[src/rtl/pmem_arbiter.sv]
// Single-port physical-memory arbiter between the I-cache (read-only) and D-cache (read/write) line ports.
// Optional build macro PMEM_ARB_D_PRIORITY_EN: fixed D-side priority instead of round-robin.
module pmem_arbiter #(
  parameter int ADDR_W = 32,
  parameter int LINE_W = 256
) (
  input  logic              clk,
  input  logic              rst_n,
  input  logic              pmem_read_i,
  input  logic [ADDR_W-1:0] pmem_address_i,
  output logic [LINE_W-1:0] pmem_rdata_i,
  output logic              pmem_resp_i,
  input  logic              pmem_read_d,
  input  logic              pmem_write_d,
  input  logic [ADDR_W-1:0] pmem_address_d,
  input  logic [LINE_W-1:0] pmem_wdata_d,
  output logic [LINE_W-1:0] pmem_rdata_d,
  output logic              pmem_resp_d,
  output logic              mem_read,
  output logic              mem_write,
  output logic [ADDR_W-1:0] mem_address,
  output logic [LINE_W-1:0] mem_wdata,
  input  logic [LINE_W-1:0] mem_rdata,
  input  logic              mem_resp
);

  typedef enum logic [1:0] {
    IDLE    = 2'd0,
    SERVE_I = 2'd1,
    SERVE_D = 2'd2
  } state_e;

  localparam logic GRANT_I = 1'b0;
  localparam logic GRANT_D = 1'b1;

  state_e            state_q, state_d;
  logic              last_grant_q, last_grant_d;
  logic              mem_read_q, mem_read_d;
  logic              mem_write_q, mem_write_d;
  logic [ADDR_W-1:0] mem_address_q, mem_address_d;
  logic [LINE_W-1:0] mem_wdata_q, mem_wdata_d;

  logic i_pend_s;
  logic d_pend_s;
  logic grant_i_s;
  logic grant_d_s;

  assign i_pend_s = pmem_read_i;
  assign d_pend_s = pmem_read_d | pmem_write_d;

`ifdef PMEM_ARB_D_PRIORITY_EN
  assign grant_i_s = i_pend_s & ~d_pend_s;
`else
  assign grant_i_s = i_pend_s & (~d_pend_s | (last_grant_q == GRANT_D));
`endif
  assign grant_d_s = d_pend_s & ~grant_i_s;

  // Next-state, grant capture and strobe hold/release
  always_comb begin
    state_d       = state_q;
    last_grant_d  = last_grant_q;
    mem_read_d    = mem_read_q;
    mem_write_d   = mem_write_q;
    mem_address_d = mem_address_q;
    mem_wdata_d   = mem_wdata_q;
    case (state_q)
      IDLE: begin
        if (grant_i_s) begin
          state_d       = SERVE_I;
          last_grant_d  = GRANT_I;
          mem_read_d    = 1'b1;
          mem_write_d   = 1'b0;
          mem_address_d = pmem_address_i;
          mem_wdata_d   = {LINE_W{1'b0}};
        end else if (grant_d_s) begin
          // A simultaneous read+write from D is resolved as a write
          state_d       = SERVE_D;
          last_grant_d  = GRANT_D;
          mem_read_d    = ~pmem_write_d;
          mem_write_d   = pmem_write_d;
          mem_address_d = pmem_address_d;
          mem_wdata_d   = pmem_wdata_d;
        end else begin
          state_d     = IDLE;
          mem_read_d  = 1'b0;
          mem_write_d = 1'b0;
        end
      end
      SERVE_I, SERVE_D: begin
        if (mem_resp) begin
          state_d     = IDLE;
          mem_read_d  = 1'b0;
          mem_write_d = 1'b0;
        end else begin
          state_d = state_q;
        end
      end
      default: begin
        state_d     = IDLE;
        mem_read_d  = 1'b0;
        mem_write_d = 1'b0;
      end
    endcase
  end

  // State and registered memory-side outputs
  always_ff @(posedge clk or negedge rst_n) begin
    if (!rst_n) begin
      state_q       <= IDLE;
      last_grant_q  <= GRANT_D;
      mem_read_q    <= 1'b0;
      mem_write_q   <= 1'b0;
      mem_address_q <= {ADDR_W{1'b0}};
      mem_wdata_q   <= {LINE_W{1'b0}};
    end else begin
      state_q       <= state_d;
      last_grant_q  <= last_grant_d;
      mem_read_q    <= mem_read_d;
      mem_write_q   <= mem_write_d;
      mem_address_q <= mem_address_d;
      mem_wdata_q   <= mem_wdata_d;
    end
  end

  assign mem_read    = mem_read_q;
  assign mem_write   = mem_write_q;
  assign mem_address = mem_address_q;
  assign mem_wdata   = mem_wdata_q;

  // Completion is forwarded combinationally only to the side holding the grant
  assign pmem_resp_i  = (state_q == SERVE_I) & mem_resp;
  assign pmem_resp_d  = (state_q == SERVE_D) & mem_resp;
  assign pmem_rdata_i = mem_rdata;
  assign pmem_rdata_d = mem_rdata;

endmodule

[config.mk]
export PLATFORM = sky130hd
export DESIGN_NAME = pmem_arbiter
export DESIGN_NICKNAME = d
export VERILOG_FILES = /design/src/rtl/pmem_arbiter.sv
export SDC_FILE = /design/constraint.sdc
export NUM_CORES = 1
export LEC_CHECK = 0
export BUFFER_PORTS_ARGS = -buffer_cell sky130_fd_sc_hd__buf_2
export CORE_AREA = 5 5 529 531
export DETAILED_ROUTE_END_ITERATION = 10
export DIE_AREA = 0 0 534 536
export GPL_TIMING_DRIVEN = 0
export PLACE_DENSITY = 0.3
export REMOVE_ABC_BUFFERS = 1
export SLEW_MARGIN = 25
export SYNTH_ARGS = -nofsm -noshare
export SYNTH_HDL_FRONTEND = slang
export SYNTH_SLANG_ARGS = --single-unit
[constraint.sdc]
create_clock -name clk -period 2.26 [get_ports clk]
set_clock_uncertainty 0.1 [all_clocks]
set_input_delay 0.339 -clock clk [delete_from_list [all_inputs] [get_ports clk]]
set_output_delay 0.339 -clock clk [all_outputs]
set_load 0.01 [all_outputs]
==> flow_summary_export.csv <==
group,metric,value,unit
status,outcome,"complete, no violations",
worst_setup_path,critPathMaxStageDelay,0.39,ns
placement,pre_cts_ws,-1.17,ns
yosys,ys_seq_elements,293,
worst_setup_path,path_buf_inv,7,
sta,fin_crit,2.20,ns
worst_setup_path,endpoint_kind,"flop",
sta,rsz0062_at_grt,"no",
sta,fmax,455,MHz
worst_setup_path,crit_chain,"inv_2 -> ha_4 -> o31ai_4 -> buf_8 -> buf_12 -> buf_8 -> buf_8 -> buf_6 -> buf_8 -> a22o_1",
job,max_cap_viol_count,0,
worst_setup_path,r2r_start,"state_q[0]",
cts,cts_tree,"yes",
floorplanning,die_w,534,µm
floorplanning,fp-row-count,193,
yosys,yosys.area.top_type_share,49.5,%
global_routing,grt_overflow,0,
floorplanning,initial_core_util,5.36,%
yosys,syn_inst,1294,
sta,fin_crit_sh,97.2,%
worst_setup_path,cp_common_cell,"buf_8",
detailed_routing,wl_met1,66400,µm
sta,relSlewSlack,47.4,%
placement,gp_congestion,0.884,
detailed_routing,drtAntennaViolNets,0,
yosys,synth_area,0.0148,mm²
yosys,avgSynthCellArea,11.4,µm²
sta,slew_viol_final,0,
cts,cts_root_buffer,"clkbuf_16",
layout,nets,2321,
detailed_routing,via_count,14600,
global_routing,antenna_found_initial,130,
cts,clk_latency,0.69,ns
worst_setup_path,r2r_setup_slack,0.06,ns
floorplanning,die_y,536,µm
detailed_routing,vias_per_cell,2.68,
yosys,ys_seq_area_share,49.7,%
layout,fin_util,8.73,%
global_routing,grt_max_degree,76,
detailed_routing,routed_wl,301000,µm
cts,clock_path_buffers,3,
worst_setup_path,start_kind,"flop",
yosys,ys_warn_count,0,
sta,setup_violations,0,
cts,clkSinkCount,293,
worst_setup_path,r2r_cells,10,
sta,worst_slew_pin_slew,0.789,ns
cts,clk_pin_slew,0.06,ns
yosys,synth_top_cell_by_area,"dfrtp_1",
worst_setup_path,critical_path_class,"reg -> reg",
floorplanning,io_pins,1386,
placement,hpwlAfterDp,262000,µm
global_routing,grtUsageTotal,20.2,%
detailed_routing,first_pass_iters,5,
detailed_routing,top_layer_used,"met5",
cts,cts_buffers,48,
detailed_routing,wire_per_inst,55.1,µm
worst_setup_path,crit_family,"buffers and inverters",
yosys,synth.distinct_cells,25,
layout,syn_to_final_growth,62.8,%
worst_setup_path,reg2reg_to,"mem_wdata[217]",
min_path,min_path_type,"in -> async",
floorplanning,core,0.275,mm²
global_routing,grt_pass1_wl,332000,µm
power_and_ir_drop,power.density,1320,mW/mm²
global_routing,grt_pass1_vias,13100,
power_and_ir_drop,peakVddDrop,530,µV
detailed_routing,routed-wl-met3,84000,µm
worst_setup_path,cp.required,2.72,ns
detailed_routing,met2_length,128000,µm
floorplanning,die_area,0.286,mm²
detailed_routing,drc,0,
detailed_routing,drt-initial-drc-count,1206,
worst_setup_path,crit_arrival,2.66,ns
sta,setup_ws,0.0629,ns
sta,finalHoldViolCount,0,
cts,htree_num_levels,2,
worst_setup_path,critPathMaxFanout,35,
power_and_ir_drop,p_leak,10.2,nW
placement,portBuffers,617,
worst_setup_path,worst_path_max_delay_cell,"dfrtp_1",
yosys,synth_area_leaders,"dfrtp_1 (50%), buf_4 (27%), a22o_1 (15%), a31oi_1 (1.4%), buf_2 (1.2%)",
layout,drive_gt1_share,42.7,%
how the worst max path moves through the flow:
| stage | from | cells past startpoint | end | slack (ns) |
|---|---|---|---|---|
| after floorplan | pmem_write_d | 2 | mem_wdata[0] | -4.08 |
| after global placement | pmem_read_i | 4 | mem_address[2] | -10.67 |
| after detailed placement | pmem_read_i | 12 | mem_wdata[94] | -1.17 |
| after CTS | state_q[1] | 4 | pmem_resp_d | 0.01 |
| after global routing | state_q[0] | 10 | mem_wdata[217] | 0.02 |
| final | state_q[0] | 10 | mem_wdata[217] | 0.06 |
worst register-to-register path, delay by kind of cell, from the launching register on:
family | cells | cell delay, ns
buf+inv | 7 | 1.11
fa+ha+maj | 1 | 0.15
flops | 1 | 0.39
compound gates | 2 | 0.32
power breakdown:
part,switching (mW),leakage (nW),total (mW),internal [mW]
combinational,8.57,5.62,14.3,5.71
clock,3.50,0.860,8.70,5.19
sequential,1.24,3.69,8.81,7.57
synth_stat cells:
| cell | count |
|---|---|
| a211oi_1 | 2 |
| a21o_1 | 3 |
| a21oi_1 | 32 |
| a22o_1 | 256 |
| a31oi_1 | 32 |
| and2_1 | 2 |
| buf_2 | 36 |
| buf_4 | 523 |
| buf_6 | 14 |
| clkbuf_1 | 18 |
| dfrtp_1 | 292 |
| dfstp_2 | 1 |
| ha_1 | 3 |
| inv_1 | 3 |
| mux2_2 | 1 |
| nand2_1 | 3 |
| nand3_1 | 1 |
| nor2_1 | 32 |
| nor2b_1 | 1 |
| o211a_1 | 1 |
| o21ai_0 | 34 |
| o21ba_2 | 1 |
| o21bai_2 | 1 |
| o31a_1 | 1 |
| o31ai_4 | 1 |
state kept, by name, summed over array words and instances, names as in the netlist:
register and cells:
mem_read 1, last_grant_q 1, mem_address 32, mem_wdata 256, state_q 2, mem_write 1
cells by family (layout without fill, tap and decap cells):
group           after synthesis  count (layout)  synth area share (%)
buf+inv                     594            1075                  29.4
compound gates              364             365                  19.5
flops                       293             293                  49.7
simple gates                 39              39                  1.05
fa+ha+maj                     3               3                 0.254
other cells                   0              73                     0
mux                           1               1                0.0763
metal layers:
| metal | track usage, % | vias up |
|---|---|---|
| li1 | - | 5053 |
| met1 | 12.1 | 6662 |
| met2 | 30.4 | 2459 |
| met3 | 27.7 | 328 |
| met4 | 7.58 | 134 |
| met5 | 19.8 | - |
metrics by stage:
| step | total power [mW] | cells | instance area (µm²) | hold slack [ns] | setup TNS [ns] |
|---|---|---|---|---|---|
| CTS | 32.8 | 5383 | 23800 | 0.00850 | 0 |
| detailed placement | 22.7 | 4966 | 18700 | 0.104 | -142.19 |
| global route | 33.6 | 5412 | 23900 | 0.0602 | 0 |
| global placement | 15.3 | 4927 | 18000 | 0.365 | -4966.15 |
| floorplan | 14.5 | 703 | 10400 | -0.0566 | -1170.53 |
| finish | 31.8 | 5456 | 24000 | 0.0912 | 0 |
cell usage in the layout, fill, tap and decap left out, types with 2 or more instances in the layout:
| master | synthesis | final |
|---|---|---|
| buf_2 | 36 | 613 |
| dlygate4sd3_1 | 0 | 322 |
| dfrtp_1 | 292 | 292 |
| a22o_1 | 256 | 256 |
| diode_2 | 0 | 73 |
| clkbuf_16 | 0 | 50 |
| o21ai_0 | 34 | 34 |
| a31oi_1 | 32 | 32 |
| nor2_1 | 32 | 32 |
| a21oi_1 | 32 | 32 |
| clkbuf_8 | 0 | 12 |
| buf_6 | 14 | 12 |
| buf_16 | 0 | 11 |
| buf_4 | 523 | 9 |
| bufinv_16 | 0 | 7 |
| buf_12 | 0 | 7 |
| buf_8 | 0 | 7 |
| clkinv_2 | 0 | 5 |
| clkinvlp_4 | 0 | 5 |
| inv_6 | 0 | 5 |
| clkbuf_1 | 18 | 4 |
| inv_2 | 0 | 3 |
| a21o_1 | 3 | 3 |
| and2_1 | 2 | 2 |
| nand2_1 | 3 | 2 |
| a211oi_1 | 2 | 2 |
| ha_1 | 3 | 2 |
timing repair:
| action | 4_1_cts | 5_1_grt |
|---|---|---|
| hold buffers | 323 | 0 |
| setup endpoints to repair | 151 | 65 |
| hold endpoints to repair | 377 | 0 |
| pin swaps | 1 | 0 |
| buffers inserted | 7 | 0 |
| resized for setup | 10 | 4 |
| cloned | 1 | 1 |
final cells by class:
cell class / count / area [µm²]
Antenna cell: 73 / 183
Clock buffer: 65 / 1410
Clock inverter: 25 / 372
Fill cell: 31800 / 251000
Inverter: 3 / 11.3
Multi-Input combinational cell: 408 / 3130
Sequential cell: 293 / 7330
Tap cell: 3607 / 4510
Timing Repair Buffer: 982 / 7070
Power figures use the tool's default switching activity.
